[src/rtl/audio_pkg.sv]
// Shared constants and types for the tone phase generator and its PWM renderer.
package audio_pkg;

    localparam int DEFAULT_BITS  = 6;
    localparam int DEFAULT_ACC_W = 16;

    localparam logic [4:0] SILENT_ID = 5'd31;
    localparam logic [4:0] NOTE_A2   = 5'd0;
    localparam logic [4:0] NOTE_A4   = 5'd24;

    typedef enum logic [0:0] {
        ST_IDLE    = 1'b0,
        ST_PENDING = 1'b1
    } note_state_t;

endpackage

[src/rtl/pwm_dac.sv]
// Renders a signed sample as a 1-bit PWM stream using a free-running counter.
module pwm_dac #(
    parameter int BITS = 6
) (
    input  logic                clock,
    input  logic                reset_n,
    input  logic signed [BITS:0] sample,
    output logic                pwm_out
);

    logic [BITS:0]   r_pc;
    logic            r_pwm;
    logic [BITS+1:0] w_level;

    // Offset binary: sample + 2^BITS, always in 1..2^(BITS+1)-1
    assign w_level = {sample[BITS], sample} + {2'b01, {BITS{1'b0}}};

    always_ff @(posedge clock) begin
        if (!reset_n) begin
            r_pc  <= '0;
            r_pwm <= 1'b0;
        end else begin
            r_pc  <= r_pc + (BITS+1)'(1);
            r_pwm <= ({1'b0, r_pc} < w_level);
        end
    end

    assign pwm_out = r_pwm;

endmodule

[src/rtl/tone_phase_gen.sv]
// Phase-accumulator tone generator: note handoff at zero crossings, signed
// sample reconstruction from an external |sin| ROM, PWM output.
//
// state      | meaning
// ST_IDLE    | no note pending, note_ready high
// ST_PENDING | note captured, waiting for a wrapping tick or silent active id
module tone_phase_gen
    import audio_pkg::*;
#(
    parameter int BITS  = DEFAULT_BITS,
    parameter int ACC_W = DEFAULT_ACC_W
) (
    input  logic                 clock,
    input  logic                 reset_n,
    input  logic                 sample_tick,
    input  logic [4:0]           note_id,
    input  logic                 note_valid,
    output logic                 note_ready,
    output logic [10:0]          rom_index,
    output logic [4:0]           rom_freq_id,
    input  logic [BITS-1:0]      rom_level,
    input  logic [15:0]          rom_freq,
    output logic signed [BITS:0] sample,
    output logic                 sample_valid,
    output logic                 pwm_out
);

    note_state_t r_state;
    note_state_t w_state_nxt;

    logic [ACC_W-1:0]     r_acc;
    logic [4:0]           r_active_id;
    logic [4:0]           r_pending_id;
    logic                 r_tick_d;
    logic signed [BITS:0] r_sample;
    logic                 r_sample_valid;

    logic [ACC_W:0]       w_sum;
    logic                 w_wrap;
    logic                 w_accept;
    logic                 w_apply;
    logic signed [BITS:0] w_mag;
    logic signed [BITS:0] w_signed;

    assign w_sum    = {1'b0, r_acc} + (ACC_W+1)'(rom_freq);
    assign w_wrap   = sample_tick & w_sum[ACC_W];
    assign w_accept = note_valid & (r_state == ST_IDLE);

    always_comb begin
        w_state_nxt = r_state;
        w_apply     = 1'b0;
        case (r_state)
            ST_IDLE: begin
                if (note_valid) begin
                    w_state_nxt = ST_PENDING;
                end
            end
            ST_PENDING: begin
                if (w_wrap || (r_active_id == SILENT_ID)) begin
                    w_apply     = 1'b1;
                    w_state_nxt = ST_IDLE;
                end
            end
            default: w_state_nxt = ST_IDLE;
        endcase
    end

    always_ff @(posedge clock) begin
        if (!reset_n) begin
            r_state      <= ST_IDLE;
            r_pending_id <= SILENT_ID;
            r_active_id  <= SILENT_ID;
        end else begin
            r_state <= w_state_nxt;
            if (w_accept) begin
                r_pending_id <= note_id;
            end
            if (w_apply) begin
                r_active_id <= r_pending_id;
            end
        end
    end

    // The wrapped remainder is kept across a note change to stay phase-continuous
    always_ff @(posedge clock) begin
        if (!reset_n) begin
            r_acc    <= '0;
            r_tick_d <= 1'b0;
        end else begin
            r_tick_d <= sample_tick;
            if (sample_tick) begin
                r_acc <= w_sum[ACC_W-1:0];
            end
        end
    end

    assign rom_index   = {1'b0, r_acc[ACC_W-1 -: 10]};
    assign rom_freq_id = r_active_id;
    assign note_ready  = (r_state == ST_IDLE);

    // Second half of the cycle is the negative lobe
    assign w_mag    = {1'b0, rom_level};
    assign w_signed = rom_index[9] ? -w_mag : w_mag;

    always_ff @(posedge clock) begin
        if (!reset_n) begin
            r_sample       <= '0;
            r_sample_valid <= 1'b0;
        end else begin
            r_sample_valid <= r_tick_d;
            if (r_tick_d) begin
                r_sample <= w_signed;
            end
        end
    end

    assign sample       = r_sample;
    assign sample_valid = r_sample_valid;

    pwm_dac #(
        .BITS (BITS)
    ) u_pwm_dac (
        .clock   (clock),
        .reset_n (reset_n),
        .sample  (r_sample),
        .pwm_out (pwm_out)
    );

endmodule
[config.mk]
export PLATFORM = sky130hd
export DESIGN_NAME = tone_phase_gen
export DESIGN_NICKNAME = d
export VERILOG_FILES = /design/src/rtl/audio_pkg.sv /design/src/rtl/pwm_dac.sv /design/src/rtl/tone_phase_gen.sv
export SDC_FILE = /design/constraint.sdc
export NUM_CORES = 1
export LEC_CHECK = 0
export ABC_AREA = 1
export CORE_MARGIN = 2
export CORE_UTILIZATION = 52
export DETAILED_ROUTE_END_ITERATION = 6
export PLACE_DENSITY = 0.81
export SYNTH_ARGS = -nofsm -noshare
export SYNTH_HDL_FRONTEND = slang
export SYNTH_HIERARCHICAL = 1
export SYNTH_SLANG_ARGS = --single-unit
[constraint.sdc]
create_clock -name clock -period 2.2 [get_ports clock]
set_clock_uncertainty 0.1 [all_clocks]
set_input_delay 0.44 -clock clock [delete_from_list [all_inputs] [get_ports clock]]
set_output_delay 0.44 -clock clock [all_outputs]
set_load 0.02 [all_outputs]
== Yosys cells after proc, flatten, opt, wreduce, memory -nomap -nowiden ==
Cells that the tools add are included.
Widths: inputs -> output; s select.

* Flip-flop bits (word level): 44
* Input bits: 31
* Output and inout port bits: 26
* Word-level logic and storage cells: 25

* $add $sub $neg: 4
* Order comparisons: 1
* Equality and inequality tests: 1
* Multiplexer cells: 6
* Bitwise logic cells: 3
* Reductions and logical operators: 1

{| class="wikitable"
|+ Operators with widths
! cell !! number
|-
| $add 16x16->17 || 1
|-
| $add 8x7->8 const B || 1
|-
| $lt 7x8->1 || 1
|-
| $add 7x1->7 const B || 1
|-
| $mux 7 || 1
|-
| $neg 6->7 || 1
|-
| $eq 5x5->1 const B || 1
|-
| $mux 1 || 4
|-
| $and 1x1->1 || 2
|-
| $pmux 1 s2 || 1
|-
| $logic_or 1x1->1 || 1
|-
| $not 1->1 || 1
|}

== Depth between registers and ports, before layout ==
* Depth after elaboration: 5
* Mapped depth: 13
* Gate-level depth less buffers: 13

== Hierarchy ==
Netlist, hierarchy kept.

{| class="wikitable"
|+ By module, submodules not included
! module !! times used !! cells an instance !! area an instance (sq um) !! seq. area each (sq um)
|-
| tone_phase_gen || 1 || 350 || 2,341.0 || 720.7
|-
| pwm_dac || 1 || 61 || 452.9 || 160.2
|}

== Least setup slack after synthesis ==
No wires, ideal clock.

* Path kind: input to register
* Start: input rom_freq[0]
* End: register r_active_id[0] (netlist: rom_freq_id[0])
* Library setup time: 0.134 ns
* Data arrival time: 1.700 ns
* Data required time: 1.966 ns
* Path slack: 0.267 ns
* Stages on the path: 12
* Path through: ha_1 -> fa_1 -> nand2_1 -> nand2_1 -> nand3_1 -> nand2_2 -> nand2_2 -> nand2_2 -> nand2_2 -> nand2_4 -> nand3_1 -> nand3_1

* Cells in the longest elaborated chain, start to end: 5

{| class="wikitable"
|+ Ends and longest elaborated chain
! what !! RTL line !! text
|-
| from (decl) || tone_phase_gen.sv:22 || <nowiki>input logic [15:0] rom_freq,</nowiki>
|-
| $add 16x16->17 || tone_phase_gen.sv:45 || <nowiki>assign w_sum = {1'b0, r_acc} + (ACC_W+1)'(rom_freq);</nowiki>
|-
| $and 1x1->1 || tone_phase_gen.sv:46 || <nowiki>assign w_wrap = sample_tick & w_sum[ACC_W];</nowiki>
|-
| $logic_or 1x1->1 || tone_phase_gen.sv:59 || <nowiki>if (w_wrap || (r_active_id == SILENT_ID)) begin</nowiki>
|-
| $mux 1 || tone_phase_gen.sv:59 ||
|-
| $mux 1 || tone_phase_gen.sv:52 || <nowiki>case (r_state)</nowiki>
|-
| to (signal assigned) || tone_phase_gen.sv:79 || <nowiki>r_active_id <= r_pending_id;</nowiki>
|-
| to (decl) || tone_phase_gen.sv:32 || <nowiki>logic [4:0] r_active_id;</nowiki>
|}

Every way passes these cells.
A chain may end at the register's enable or synchronous reset.

== Worst setup path in the final report ==
Same ends and word-level chain as after synthesis.

==> summary.txt <==
Critical path
  • Critical Path End Type: flop
  • Crit path max-delay family: simple AND/OR/NAND/NOR gates
  • Most used cell, CP: nand2_2
  • CP arrival: 2.16 ns
  • CP Data Required Time: between 2 and 2.5 ns
  • Critical path buffers and inverters: 1
  • Critical path type: input pin to flop
  • CP Launch Type: input pin
  • Critical-path maximum fanout: 7
  • Worst r2r src: r_acc[11]
  • CP max-delay cell: clkdlybuf4s50_1
  • R2R depth: 9
  • Critical R2R Capture: rom_freq_id[0]
  • R2r setup slk: 0.33 ns
  • Critical Path Max Stage Delay: 0.41 ns
  • Crit path cell chain: clkdlybuf4s50_1 -> ha_2 -> fa_2 -> nand2_1 -> nand2_2 -> nand3_2 -> nand2_2 -> nand2_2 -> nand2_2 -> nand2_2 -> nand2_4 -> nand3_1 -> nand3_1

Placed design
  • Placement Cell Area: 3490 um2
  • DP Wirelength: 5.01 mm
  • Pre-CTS setup slack: -0.290 ns
  • IO buf count: between 50 and 60
  • GP Congestion: 0.848

Hold path
  • Hold EP: u_pwm_dac/r_pc[0]
  • Hold_sp: u_pwm_dac/r_pc[0]
  • Hold path depth: 1
  • Hold Crit Class: flop to flop

Power and ir drop
  • PD cells: ~660 nW/um2
  • Leakage: roughly 1.8 nW
  • Peak VDD IR: between 0.0003 and 0.0004 V

Clock network
  • TritonCTS sink count: 44
  • Later-pin clock latency in the skew report: approximately 0.3 ns
  • Post-CTS setup buffer count: 0
  • CTS Hold Bufs: 0
  • Post-CTS resize count: 0
  • Num CTS Buffers: 5
  • Clock root buffer: clkbuf_8
  • Clk pin slew, worst setup/hold paths: approximately 0.08 ns
  • H-tree Lvls: 2
  • Bufs on Longest Clock Path: 2
  • TritonCTS clock tree: yes

Synth
  • Top FF cell, synth: dfxtp_1
  • Area share of xor/xnor cells in the synthesized design: ~3.4%
  • Syn_nets: roughly 470
  • Synthesized area per cell: around 6.8 um2
  • Sequential element share of the synthesized area: 31.5%
  • #FFs+latches synth: 44
  • Synthesized netlist cell count: just over 400
  • Adder-cell share of the synthesized area: between 10% and 20%
  • Number of flops mapped to enable cells by yosys: 0
  • Post-Syn Area: ~2800 um2
  • Main combinational cell family by area after synthesis: simple AND/OR/NAND/NOR gates
  • FFs w/ async S/R, synth: 0%
  • Mux cell area share after synthesis: 0%
  • Simple-gate share of the synthesized area: 30.5%
  • Synth Area in Compound Gates: roughly 11%
  • Ys Warns: 6
  • Post-synthesis cell type count: 33

Floorplan
  • IO Pins: between 50 and 60
  • Chip height: 77.3 um
  • Site row count: 26
  • Die area: 5980 um2
  • Core footprint: about 5000 um2
  • Die W: roughly 77 um
  • Starting Density: 54.4%

Detailed routing
  • Initial drt markers: about 90
  • Residual DRC: 0
  • Pre-antenna DRT Iters: 4
  • Routed WL per cell: roughly 12 um
  • DRT Wirelength: 6.61 mm
  • Via count: ~2800
  • Via/cell ratio: between 5 and 6
  • Post-DRT Antenna Nets: 0

Outcome
  • Status: complete, no violations

Timing
  • Setup ws final: around 0.13 ns
  • Final Hold Viols: 0
  • Max Slew Vio Count: 0
  • Unrepaired setup endpoints after global routing: no
  • Max Clock Freq: between 400 and 500 MHz
  • Endpoints failing setup: 0
  • Crit path time final: roughly 2.1 ns
  • Hold WS: approximately 0.37 ns
  • Tcrit/Tclk final: 94.2%

Run
  • Max-cap violation count: 0

Final layout
  • Post-Layout Inst Area: around 3600 um2
  • Most frequent cells in the layout: 87 x nand2_1, 55 x clkdlybuf4s50_1, 52 x inv_1
  • Area grow syn2layout: 28.3%
  • N_diodes: 0
  • Commonest non-fill, non-tap cell in the layout: nand2_1
  • Layout cell share with drive strength beyond 1: approximately 9.9%
  • Nets: 533

GRT
  • Global Route Usage Sum: about 23%
  • Initial antenna violation count: 0
  • Vias in the first global route: roughly 2600
  • Pin count of the biggest net entering global routing: 21
  • Remaining global-route overflow: 0
  • Global-route wire length before repair: roughly 11 mm
## through the flow
step / total power, mW / util [%] / setup TNS (ns) / cells
detailed placement: 1.89 / 67.9 / -3.05 / 540
CTS: 2.39 / 69.5 / 0 / 547
global route: 2.53 / 69.7 / 0 / 547
global placement: 1.86 / 67.9 / -2.52 / 540
finish: 2.38 / 69.7 / 0 / 547
floorplan: 1.56 / - / 0 / 411
## report_power, final
part / internal [mW] / total, mW / switching (mW)
registers: 0.882 / 0.953 / 0.0715
clock network: 0.215 / 0.501 / 0.285
logic: 0.422 / 0.925 / 0.502
total: 1.52 / 2.38 / 0.859
## area by class of cell
class / instances / area, um2
multi-input cells: 290 / 1590
repair buffers: 78 / 723
fillers: 469 / 1560
clock buffers: 5 / 68.8
well taps: 70 / 87.6
clock inverters: 2 / 12.5
inverters: 58 / 218
flip-flops and latches: 44 / 881
## worst max path at each step
stage	to	from	cells after the start
after floorplan	rom_freq_id[0]	rom_freq[0]	12
after global placement	rom_freq_id[1]	rom_freq[0]	13
after detailed placement	rom_freq_id[2]	rom_freq[0]	13
after CTS	rom_freq_id[0]	rom_freq[0]	13
after global routing	rom_freq_id[0]	rom_freq[11]	13
final	rom_freq_id[0]	rom_freq[0]	13
## flip-flops by register name, indices dropped and copies added, names as in the netlist
register,cells
r_tick_d,1
r_state,1
u_pwm_dac/r_pc,7
sample_valid,1
sample,7
r_pending_id,5
r_acc,16
rom_freq_id,5
u_pwm_dac/pwm_out,1
## Yosys cell counts (3+ instances only)
master / n / area, um2
inv_1: 52 / 195
inv_2: 4 / 15.0
a21o_1: 5 / 37.5
o21ai_1: 3 / 15.0
buf_4: 11 / 82.6
nand3_1: 38 / 190
nor2_1: 50 / 188
clkbuf_1: 6 / 22.5
xor2_1: 10 / 87.6
ha_1: 24 / 300
nand2_1: 88 / 330
o21ai_0: 19 / 95.1
a21oi_1: 27 / 135
nand2_2: 5 / 31.3
dfxtp_1: 44 / 881
## logic make-up after synthesis
kind of cell / Yosys count
simple gates: 196
buf+inv: 77
compound gates: 57
flops: 44
fa+ha+maj: 25
xor+xnor: 11
other cells: 1
## metal layers
metal	GRT usage, %	vias to the layer above	part of all wire [%]
li1	-	1430	-
met1	27.7	1292	46
met2	41.9	71	49
met3	3.88	6	4.2
met4	5.36	0	0.89
met5	0	-	0
No activity file was read; power rests on OpenSTA's default activity.
